<file path="src/rtl/sdram_write.sv">
// rtl/sdram_write.sv - full-page SDRAM write-burst sequencer (ACTIVE/WRITE/data/BST/PRECHARGE).
// Optional SDRAM_WR_STATS_EN adds wr_busy_o and wr_burst_cnt_o.
module sdram_write #(
  parameter int TRCD_CLK = 2,
  parameter int TWR_CLK  = 2,
  parameter int TRP_CLK  = 2
) (
  input  logic        sys_clk_i,
  input  logic        rst_i,
  input  logic        wr_en_i,
  input  logic [23:0] wr_addr_i,
  input  logic [9:0]  wr_burst_len_i,
  input  logic [15:0] wr_data_i,
  output logic        wr_ack_o,
  output logic        wr_end_o,
  output logic [3:0]  write_cmd_o,
  output logic [1:0]  write_ba_o,
  output logic [12:0] write_addr_o,
  output logic        wr_sdram_en_o,
  output logic [15:0] wr_sdram_data_o
`ifdef SDRAM_WR_STATS_EN
  ,
  output logic        wr_busy_o,
  output logic [15:0] wr_burst_cnt_o
`endif
);

  localparam logic [3:0] CMD_NOP = 4'b0111;
  localparam logic [3:0] CMD_ACT = 4'b0011;
  localparam logic [3:0] CMD_WR  = 4'b0100;
  localparam logic [3:0] CMD_BST = 4'b0110;
  localparam logic [3:0] CMD_PRE = 4'b0010;

  localparam logic [9:0] TRCD_LAST = 10'(TRCD_CLK - 1);
  localparam logic [9:0] TWR_LAST  = 10'(TWR_CLK - 1);
  localparam logic [9:0] TRP_LAST  = 10'(TRP_CLK - 1);

  typedef enum logic [3:0] {
    S_IDLE, S_ACTIVE, S_TRCD, S_WRITE, S_DATA,
    S_BST, S_TWR, S_PRE, S_TRP, S_END
  } state_t;

  state_t      state_q;
  logic [9:0]  cnt_q;
  logic [1:0]  bank_q;
  logic [12:0] row_q;
  logic [8:0]  col_q;
  logic [9:0]  len_q;
  logic [9:0]  len_clamped;

  always_comb begin
    if (wr_burst_len_i == 10'd0)
      len_clamped = 10'd1;
    else if (wr_burst_len_i > 10'd512)
      len_clamped = 10'd512;
    else
      len_clamped = wr_burst_len_i;
  end

  // Column overflow is left to the device: a full-page burst wraps inside the open row.
  always_ff @(posedge sys_clk_i) begin
    if (rst_i) begin
      state_q <= S_IDLE;
      cnt_q   <= '0;
      bank_q  <= '0;
      row_q   <= '0;
      col_q   <= '0;
      len_q   <= 10'd1;
    end else begin
      unique case (state_q)
        S_IDLE: begin
          if (wr_en_i) begin
            bank_q  <= wr_addr_i[23:22];
            row_q   <= wr_addr_i[21:9];
            col_q   <= wr_addr_i[8:0];
            len_q   <= len_clamped;
            state_q <= S_ACTIVE;
          end
        end
        S_ACTIVE: begin
          cnt_q   <= '0;
          state_q <= S_TRCD;
        end
        S_TRCD: begin
          if (cnt_q == TRCD_LAST) state_q <= S_WRITE;
          else                    cnt_q   <= cnt_q + 10'd1;
        end
        S_WRITE: begin
          cnt_q   <= '0;
          state_q <= (len_q == 10'd1) ? S_BST : S_DATA;
        end
        S_DATA: begin
          if (cnt_q == len_q - 10'd2) state_q <= S_BST;
          else                        cnt_q   <= cnt_q + 10'd1;
        end
        S_BST: begin
          cnt_q   <= '0;
          state_q <= S_TWR;
        end
        S_TWR: begin
          if (cnt_q == TWR_LAST) state_q <= S_PRE;
          else                   cnt_q   <= cnt_q + 10'd1;
        end
        S_PRE: begin
          cnt_q   <= '0;
          state_q <= S_TRP;
        end
        S_TRP: begin
          if (cnt_q == TRP_LAST) state_q <= S_END;
          else                   cnt_q   <= cnt_q + 10'd1;
        end
        S_END:   state_q <= S_IDLE;
        default: state_q <= S_IDLE;
      endcase
    end
  end

  always_comb begin
    write_cmd_o     = CMD_NOP;
    write_ba_o      = 2'b11;
    write_addr_o    = 13'h1FFF;
    wr_ack_o        = 1'b0;
    wr_end_o        = 1'b0;
    wr_sdram_en_o   = 1'b0;
    wr_sdram_data_o = 16'h0000;
    case (state_q)
      S_ACTIVE: begin
        write_cmd_o  = CMD_ACT;
        write_ba_o   = bank_q;
        write_addr_o = row_q;
      end
      S_WRITE: begin
        write_cmd_o     = CMD_WR;
        write_ba_o      = bank_q;
        write_addr_o    = {4'b0000, col_q};
        wr_ack_o        = 1'b1;
        wr_sdram_en_o   = 1'b1;
        wr_sdram_data_o = wr_data_i;
      end
      S_DATA: begin
        wr_ack_o        = 1'b1;
        wr_sdram_en_o   = 1'b1;
        wr_sdram_data_o = wr_data_i;
      end
      S_BST: write_cmd_o = CMD_BST;
      S_PRE: begin
        write_cmd_o  = CMD_PRE;
        write_ba_o   = bank_q;
        write_addr_o = 13'h0400;
      end
      S_END:   wr_end_o = 1'b1;
      default: ;
    endcase
  end

`ifdef SDRAM_WR_STATS_EN
  logic [15:0] burst_cnt_q;

  always_ff @(posedge sys_clk_i) begin
    if (rst_i)                 burst_cnt_q <= 16'h0000;
    else if (state_q == S_END) burst_cnt_q <= burst_cnt_q + 16'h0001;
  end

  assign wr_busy_o      = (state_q != S_IDLE);
  assign wr_burst_cnt_o = burst_cnt_q;
`endif

endmodule
</file>
<file path="config.mk">
export PLATFORM = sky130hd
export DESIGN_NAME = sdram_write
export DESIGN_NICKNAME = d
export VERILOG_FILES = /design/src/rtl/sdram_write.sv
export SDC_FILE = /design/constraint.sdc
export NUM_CORES = 1
export LEC_CHECK = 0
export ABC_AREA = 1
export CAP_MARGIN = 0
export CORE_MARGIN = 2
export CORE_UTILIZATION = 50
export DETAILED_ROUTE_END_ITERATION = 12
export PLACE_DENSITY_LB_ADDON = 0.3
export SLEW_MARGIN = 20
export SYNTH_ARGS = -nofsm -noshare
export SYNTH_HDL_FRONTEND = slang
export SYNTH_SLANG_ARGS = --single-unit
export TNS_END_PERCENT = 50
</file>
<file path="constraint.sdc">
create_clock -name sys_clk_i -period 5 [get_ports sys_clk_i]
set_input_delay 0.75 -clock sys_clk_i [delete_from_list [all_inputs] [get_ports sys_clk_i]]
set_output_delay 0.75 -clock sys_clk_i [all_outputs]
set_load 0.03 [all_outputs]
</file>
==> load_flow_metrics.sql <==
INSERT INTO impl_metrics (metric_group, metric, value, unit) VALUES
('status', 'run_status', 'complete, no violations', ''),
('setup_path', 'critical_path.startpoint_type', 'register', ''),
('synthesis', 'synth.net_count', '511', ''),
('setup_path', 'critical_path_required', '4250', 'ps'),
('cells_and_area', 'n_fill_cell', '462', ''),
('power_and_ir_drop', 'peak_ir_drop_on_the_vdd_network', '0.000349', 'V'),
('cells_and_area', 'insertedDiodeCount', '0', ''),
('detailed_routing', 'drt_first_iter_violations', '103', ''),
('setup_path', 'r2r_start', 'state_q[0]', ''),
('setup_path', 'r2r_cells', '9', ''),
('sta', 'hold_viol_final', '0', ''),
('power_and_ir_drop', 'reported_net_switching_power', '604', 'µW'),
('setup_path', 'timing.critical_path.buf_inv', '3', ''),
('synthesis', 'async_flop_share', '0', '%'),
('setup_path', 'slowest_cp_cell', 'a21oi_1', ''),
('sta', 'tightestPinTransition', '901', 'ps'),
('clocking', 'post-cts-setup-buffers', '0', ''),
('clocking', 'number_of_cts_inserted_buffers', '5', ''),
('detailed_routing', 'drc_errors', '0', ''),
('detailed_routing', 'route.final.wire_length', '7350', 'µm'),
('cells_and_area', 'design.final.nets', '587', ''),
('die', 'coreArea', '5510', 'µm²'),
('clocking', 'cts_tree', 'yes', ''),
('detailed_routing', 'routed_via_density', '5.04', ''),
('sta', 'worst_clock_skew', '4.68', 'ps'),
('clocking', 'cts_max_path_buffers', '2', ''),
('global_route', 'grt_pass1_wl', '12300', 'µm'),
('setup_path', 'r2r-end', 'cnt_q[9]', ''),
('clocking', 'htreeDepth', '2', ''),
('setup_path', 'worstPathCellList', 'inv_1, nor2_1, inv_1, a21oi_1, o211ai_1, clkdlybuf4s50_1', ''),
('sta', 'max_slew_margin', '39.8', '%'),
('power_and_ir_drop', 'report.power.total', '1460', 'µW'),
('worst_hold_path', 'min_delay_path_depth', '2', ''),
('setup_path', 'cp.arrival', '2580', 'ps'),
('worst_hold_path', 'worst_min_path_class', 'register to register', ''),
('setup_path', 'critical_path.most_common_cell', 'inv_1', ''),
('cells_and_area', 'layout.cells.non_filler', '604', ''),
('detailed_routing', 'postRouteAntennaNets', '0', ''),
('global_route', 'globalRouteMet2Util', '42.4', '%'),
('synthesis', 'synth.area.top_cells', 'dfxtp_1, nand2_1, inv_1', ''),
('die', 'pin_count', '91', ''),
('global_route', 'grtUsageMet3', '5.77', '%'),
('power_and_ir_drop', 'power_report.internal_total', '853', 'µW'),
('clocking', 'clk_latency', '300', 'ps'),
('global_route', 'grt_start_max_net_pins', '33', ''),
('synthesis', 'synth_flop_cell', 'dfxtp_1', ''),
('setup_path', 'regToRegSetupSlack', '2790', 'ps'),
('setup_path', 'cp_slowest_stage_delay', '700', 'ps'),
('setup_path', 'cpLargestDelayFamily', 'compound AO/OA/AOI/OAI gates', ''),
('setup_path', 'critPathCaptureType', 'output pin', ''),
('clocking', 'clock_sink_count', '48', ''),
('power_and_ir_drop', 'seqPwrFrac', '32.5', '%'),
('clocking', 'cts.reportedPaths.clkPinSlew', '90', 'ps'),
('setup_path', 'highest_net_fanout_along_the_worst_path', '12', ''),
('power_and_ir_drop', 'switching_share', '41.5', '%'),
('detailed_routing', 'route.vias.total', '3043', ''),
('sta', 'rsz0062_at_grt', 'false', ''),
('power_and_ir_drop', 'power.leakage', '0.00163', 'µW'),
('placement', 'io_buffer_count', '89', ''),
('global_route', 'antenna_found_initial', '0', ''),
('global_route', 'globalRoute.totalOverflow', '0', ''),
('worst_hold_path', 'min_to', 'row_q[3]', ''),
('sta', 'share_of_the_cycle_needed_by_the_critical_path_after_routing', '66.5', '%'),
('die', 'floorplan.die_area', '6340', 'µm²'),
('sta', 'totalNegativeSetupSlack', '0', 'ps'),
('cells_and_area', 'layout-drive-gt1-share', '3.95', '%'),
('synthesis', 'netlist_instances', '455', ''),
('die', 'initial_utilization', '51.9', '%'),
('sta', 'clock.fmax', '301', 'MHz'),
('synthesis', 'yosysTopAreaCellShare', '33.6', '%'),
('power_and_ir_drop', 'combinational_cell_fraction_of_total_power', '47.8', '%');
==> registers in the layout, indices dropped and copies added (netlist names) <==
name,cells
cnt_q,10
col_q,9
bank_q,2
len_q,10
state_q,4
row_q,13
==> worst min-delay path, stage by stage (launching register included) <==
cell and delay (ps):
dfxtp_1 310, inv_1 60, a21oi_1 50
==> cell usage after synthesis (all sizes together), types with 2 or more instances <==
cell type  number
nand4           3
clkbuf         13
a21oi          45
o21ai          32
nor2           54
nand2         100
a211oi          2
ha              3
nor3b           2
o221ai          9
xor2            6
nand3          29
o211ai          4
buf             9
nor3            6
xnor2           3
nor4            3
dfxtp          48
inv            80
==> cell type report <==
| type | count | area, µm² | area share, % |
|---|---|---|---|
| inverters | 80 | 300 | 7.76 |
| clock inverters | 3 | 46.3 | 1.20 |
| well taps | 72 | 90.1 | 2.33 |
| clock buffers | 5 | 68.8 | 1.78 |
| multi-input cells | 305 | 1500 | 38.7 |
| flip-flops and latches | 48 | 961 | 24.8 |
| repair buffers | 91 | 906 | 23.4 |
==> how the worst max path moves through the flow <==
stage	startpoint	endpoint	slack, ps	depth (start not counted)
finish	state_q[0]	write_cmd_o[2]	1670	6
global route	state_q[0]	write_cmd_o[2]	1440	6
CTS	state_q[0]	write_cmd_o[2]	1680	6
detailed placement	state_q[3]	wr_sdram_data_o[2]	2020	6
global placement	state_q[0]	write_cmd_o[2]	2140	6
floorplan	state_q[3]	wr_sdram_data_o[10]	2310	9
==> layer usage <==
layer	share of wire (%)	vias up	routed length (µm)
li1	-	1595	-
met1	44	1370	3200
met2	50	66	3670
met3	5.2	12	382
met4	1.3	0	96
met5	0	-	0
==> metrics by stage <==
step                      instance area (µm²)  util [%]
after detailed placement                 3760      68.2
after floorplan                          2860         -
after CTS                                3870      70.3
after global placement                   3760      68.2
after global routing                     3870      70.3
final                                    3870      70.3
==> power by group through the flow <==
stage	Clock [µW]	Combinational, µW	Sequential (µW)
final	287	697	473
after floorplan	0	464	470
after CTS	293	697	474
after detailed placement	0	691	482
after global routing	311	765	479
after global placement	0	680	479
==> cells by family after synthesis <==
logic type | after synthesis | synth area share [%]
other cells | 1 | 0.131
simple gates | 198 | 29.8
compound gates | 94 | 18.4
buf+inv | 102 | 14.0
fa+ha+maj | 3 | 1.31
flops | 48 | 33.6
xor+xnor | 9 | 2.76
No activity file was read; power rests on OpenSTA's default activity.
